[config.mk]
export PLATFORM = sky130hd
export DESIGN_NAME = hazard_scoreboard
export DESIGN_NICKNAME = d
export VERILOG_FILES = /design/src/rtl/hazard_scoreboard.sv
export SDC_FILE = /design/constraint.sdc
export NUM_CORES = 1
export LEC_CHECK = 0
export CORE_MARGIN = 8
export CORE_UTILIZATION = 35
export CTS_CLUSTER_DIAMETER = 80
export DETAILED_ROUTE_END_ITERATION = 16
export PLACE_DENSITY = 0.73
export SKIP_CTS_REPAIR_TIMING = 1
export SLEW_MARGIN = 20
export SYNTH_ARGS = -nofsm -noshare
export SYNTH_HDL_FRONTEND = slang
export SYNTH_SLANG_ARGS = --single-unit
[constraint.sdc]
create_clock -name clk -period 3.1 [get_ports clk]
set_input_delay 0.465 -clock clk [delete_from_list [all_inputs] [get_ports clk]]
set_output_delay 0.465 -clock clk [all_outputs]
set_load 0.005 [all_outputs]
[src/rtl/hazard_scoreboard.sv]
// rtl/hazard_scoreboard.sv - load-use / taken-branch hazard control for the 5-stage RV32I pipeline
module hazard_scoreboard #(
  parameter int LOAD_LAT    = 1,
  parameter int FLUSH_DEPTH = 1,
  parameter int CNT_W       = 16
) (
  input  logic             clk,
  input  logic             rst_n,
  input  logic             ex_valid,
  input  logic             ex_mem_read_en,
  input  logic [4:0]       ex_rd_addr,
  input  logic [6:0]       id_opcode,
  input  logic [4:0]       id_rs1_addr,
  input  logic [4:0]       id_rs2_addr,
  input  logic             branch_taken,
  output logic             if_pc_write_en,
  output logic             id_ex_reg_en,
  output logic             id_bubble_sel,
  output logic             ex_bubble_sel,
  output logic             if_flush,
  output logic [CNT_W-1:0] stall_count,
  output logic [CNT_W-1:0] flush_count
);

  localparam int PipeN = (LOAD_LAT > 1) ? LOAD_LAT - 1 : 1;
  localparam int FcntW = (FLUSH_DEPTH > 1) ? $clog2(FLUSH_DEPTH) : 1;

  localparam logic [6:0] OpLui    = 7'b0110111;
  localparam logic [6:0] OpAuipc  = 7'b0010111;
  localparam logic [6:0] OpJal    = 7'b1101111;
  localparam logic [6:0] OpRType  = 7'b0110011;
  localparam logic [6:0] OpStore  = 7'b0100011;
  localparam logic [6:0] OpBranch = 7'b1100011;

  logic             rs1Used;
  logic             rs2Used;
  logic             exLoadQual;
  logic             hazard;
  logic             stallCycle;
  logic [PipeN-1:0] pipeValid;
  logic [4:0]       pipeRd [PipeN];
  logic [FcntW-1:0] fcnt;

  always_comb begin
    rs1Used    = !(id_opcode inside {OpLui, OpAuipc, OpJal}) && (id_rs1_addr != 5'd0);
    rs2Used    = (id_opcode inside {OpRType, OpStore, OpBranch}) && (id_rs2_addr != 5'd0);
    exLoadQual = ex_valid && ex_mem_read_en && (ex_rd_addr != 5'd0) && !branch_taken;
    hazard     = exLoadQual && ((rs1Used && (id_rs1_addr == ex_rd_addr)) ||
                                (rs2Used && (id_rs2_addr == ex_rd_addr)));
    for (int i = 0; i < PipeN; i++) begin
      if (pipeValid[i] && ((rs1Used && (id_rs1_addr == pipeRd[i])) ||
                           (rs2Used && (id_rs2_addr == pipeRd[i]))))
        hazard = 1'b1;
    end
  end

  // Loads age every cycle regardless of stalls; only IF/ID is frozen by a stall.
  if (LOAD_LAT > 1) begin : gPipe
    always_ff @(posedge clk) begin
      if (!rst_n) begin
        pipeValid <= '0;
      end else begin
        pipeValid[0] <= exLoadQual;
        for (int i = 1; i < PipeN; i++) pipeValid[i] <= pipeValid[i-1];
      end
      pipeRd[0] <= ex_rd_addr;
      for (int i = 1; i < PipeN; i++) pipeRd[i] <= pipeRd[i-1];
    end
  end else begin : gNoPipe
    assign pipeValid = '0;
    assign pipeRd[0] = 5'd0;
  end

  // A branch inside an open window reloads the count rather than extending it additively.
  always_ff @(posedge clk) begin
    if (!rst_n)                fcnt <= '0;
    else if (branch_taken)     fcnt <= FcntW'(FLUSH_DEPTH - 1);
    else if (fcnt != '0)       fcnt <= fcnt - FcntW'(1);
  end

  always_comb begin
    if_pc_write_en = 1'b1;
    id_ex_reg_en   = 1'b1;
    id_bubble_sel  = 1'b0;
    ex_bubble_sel  = 1'b0;
    if_flush       = 1'b0;
    stallCycle     = 1'b0;
    if (branch_taken) begin
      id_bubble_sel = 1'b1;
      ex_bubble_sel = 1'b1;
      if_flush      = 1'b1;
    end else if (fcnt != '0) begin
      id_bubble_sel = 1'b1;
      if_flush      = 1'b1;
    end else if (hazard) begin
      if_pc_write_en = 1'b0;
      id_ex_reg_en   = 1'b0;
      id_bubble_sel  = 1'b1;
      stallCycle     = 1'b1;
    end
  end

  always_ff @(posedge clk) begin
    if (!rst_n) begin
      stall_count <= '0;
      flush_count <= '0;
    end else begin
      if (stallCycle && (stall_count != '1))   stall_count <= stall_count + CNT_W'(1);
      if (branch_taken && (flush_count != '1)) flush_count <= flush_count + CNT_W'(1);
    end
  end

endmodule
==> results.cfg <==
[run_status]
outcome = finished clean

[timing]
hold_violations = 0
fmax_mhz = 332.0
relSlewSlack = 0.3309
setup_viol = 0
setup_tns_ns = 0
setup_ws_ns = 0.08809
fin_crit_ns = 3.012
rsz0062_at_grt = no
fin_skew_ns = 0.003198
final.period_utilization = 0.9716
tightest_slew_ns = 0.9969
report.final.slew_viol_count = 0

[final_layout]
fillCellCount = 484
final_common_cell = clkdlybuf4s50_1
area_delta_synth_final_pct = 42.66
multi_input_area_um2 = 1081
layout.cells.most_common_list = 63 x clkdlybuf4s50_1, 33 x dfxtp_1, 21 x nor2_1
final_nets = 312
antenna_cells = 0
drive_gt1_frac = 0.05986
seq_area_um2 = 660.6

[critical_path]
crit_type = in -> out
r2r_cells = 6
crit_fanout = 4
rrSetupSlack_ns = 0.79
timing.rr.end = flush_count[11]$_SDFFE_PN0P_
cp.arrival_ns = 2.55
cp-start-kind = input port
reg2reg_from = flush_count[3]$_SDFFE_PN0P_
cp-end-kind = output pin
crit_required_ns = 2.63

[synthesis]
postSynthAreaPerCell_um2 = 8.217
synthArstFlopShare = 0
yosysWarnings = 0
syn_inst = 222
syn_area_um2 = 1824
ys.flop_type = dfxtp_1
synth-seq-cells = 33
synth_nets = 251
synth.distinct_cells = 43
yosysSeqAreaShare = 0.3621
synth_edf_count = 0

[clock_tree]
clockBufferDepth = 2
clock-sinks = 33
cts_root_buf = clkbuf_8
clock_latency_ns = 0.29
clk_pin_slew_worst_paths_ns = 0.07
cts_tree = done
cts_htree_levels = 2
cts_inserted_buffers = 5

[die]
initial_utilization = 0.3595
dieWidth_um = 88.20
die_y_um = 88.20
core_region_area_um2 = 5075
num_rows = 26
dieArea_um2 = 7778
num_io_pins = 64

[route]
ant_nets = 0
routedWlPerCell_um = 14.16
drtPass1Iterations = 4
routed_via_density = 5.356
drc = 0
drt_iter0_markers = 96
drt-total-wl_um = 5012
vias = 1896

[min_path]
worstHoldEndpoint = stall_count[11]$_SDFFE_PN0P_
worstHoldPathType = reg -> reg
hp-start = stall_count[11]$_SDFFE_PN0P_
min_path_cells = 2

[pwr]
ir_drop_v = 0.0002004
power_leakage_nw = 0.8122
p_per_area_nw_per_um2 = 342.6

[grt]
antenna_found_initial = 0
grt_max_degree = 30
grt_use_total = 0.1308
grt_pass1_wl_um = 8183
grt_overflow = 0
grt_pass1_vias = 1776

[place]
place_ws_ns = 0.08835
gp_congestion = 0.8167
dp_hpwl_um = 3742
io_buffers = 63

[flow_run]
cap_violations = 0
[logic make-up (layout without fill, tap and decap cells)]
logic type | count (synthesis) | after routing | share of synthesized area
other | 1 | 1 | 0.002056
flip-flops | 33 | 33 | 0.3621
adder cells (fa/ha/maj) | 2 | 2 | 0.01372
AND/OR/NAND/NOR | 104 | 104 | 0.3093
buffers and inverters | 17 | 79 | 0.04526
multiplexers | 2 | 2 | 0.01097
XOR/XNOR | 20 | 20 | 0.09602
AO/OA/AOI/OAI | 43 | 43 | 0.1605
[cells in the mapped netlist (5+ instances only)]
cell type | n | area (um2)
xor2_1 | 6 | 52.55
clkbuf_1 | 6 | 22.52
a21oi_1 | 15 | 75.07
nand3_1 | 15 | 75.07
o31ai_1 | 11 | 82.58
and4_1 | 5 | 43.79
nand2_1 | 15 | 56.30
or4_1 | 11 | 82.58
nand4_1 | 9 | 56.30
o21ai_0 | 6 | 30.03
nor3_1 | 10 | 50.05
xnor2_1 | 14 | 122.6
dfxtp_1 | 33 | 660.6
nor2_1 | 21 | 78.83
[stage by stage]
stage	util	cells	hold slack, ns	instance area, um2	power, mW
finish	0.5128	354	0.4865	2603	0.8916
global route	0.5128	354	0.5250	2603	0.9301
CTS	0.5128	354	0.4927	2603	0.9007
detailed placement	0.4929	346	0.4830	2501	0.5374
global placement	0.4929	346	0.4790	2501	0.5363
floorplan	-	222	0.4767	1824	0.4787
[report_power, final]
group / total [mW] / leakage [nW] / internal (mW) / switching, mW
combinational: 0.0961 / 0.492 / 0.0532 / 0.0429
sequential: 0.431 / 0.266 / 0.427 / 0.00388
clock: 0.364 / 0.0542 / 0.201 / 0.164
[layer usage]
layer	track usage	part of all wire	up-vias
li1	-	-	946
met1	0.1629	0.44	874
met2	0.1976	0.47	65
met3	0.04409	0.070	11
met4	0.05991	0.023	0
met5	0	0	-
[worst max-delay path by stage]
stage	from	endpoint	slack, ns	depth (start not counted)
2_1_floorplan	ex_rd_addr[0]	id_bubble_sel	0.97	7
3_3_place_gp	ex_rd_addr[2]	id_ex_reg_en	0.15	7
3_5_place_dp	ex_rd_addr[2]	if_pc_write_en	0.09	7
4_1_cts	ex_rd_addr[2]	if_pc_write_en	0.08	7
5_1_grt	ex_rd_addr[2]	if_pc_write_en	0.003	7
6_report	ex_rd_addr[2]	if_pc_write_en	0.09	7
[sequential cells by signal, summed over array words and instances, names as in the netlist]
signal	count
stall_count	16
flush_count	16
fcnt	1
[worst max-delay path, stage by stage]
cell and delay (ns):
clkdlybuf4s50_1 0.56, nor2_1 0.08, a211oi_2 0.27, o21ai_0 0.12, o31a_1 0.27, or2_2 0.31
clkdlybuf4s50_1 0.47
[area by class of cell]
type                       count  area share
multi-input combinational    172      0.4154
sequential                    33      0.2538
timing repair buffer          66      0.2510
clock buffer                   7     0.03702
tap                           70     0.03365
inverter                       5    0.007212
clock inverter                 1    0.001923
No activity file was read; power rests on OpenSTA's default activity.
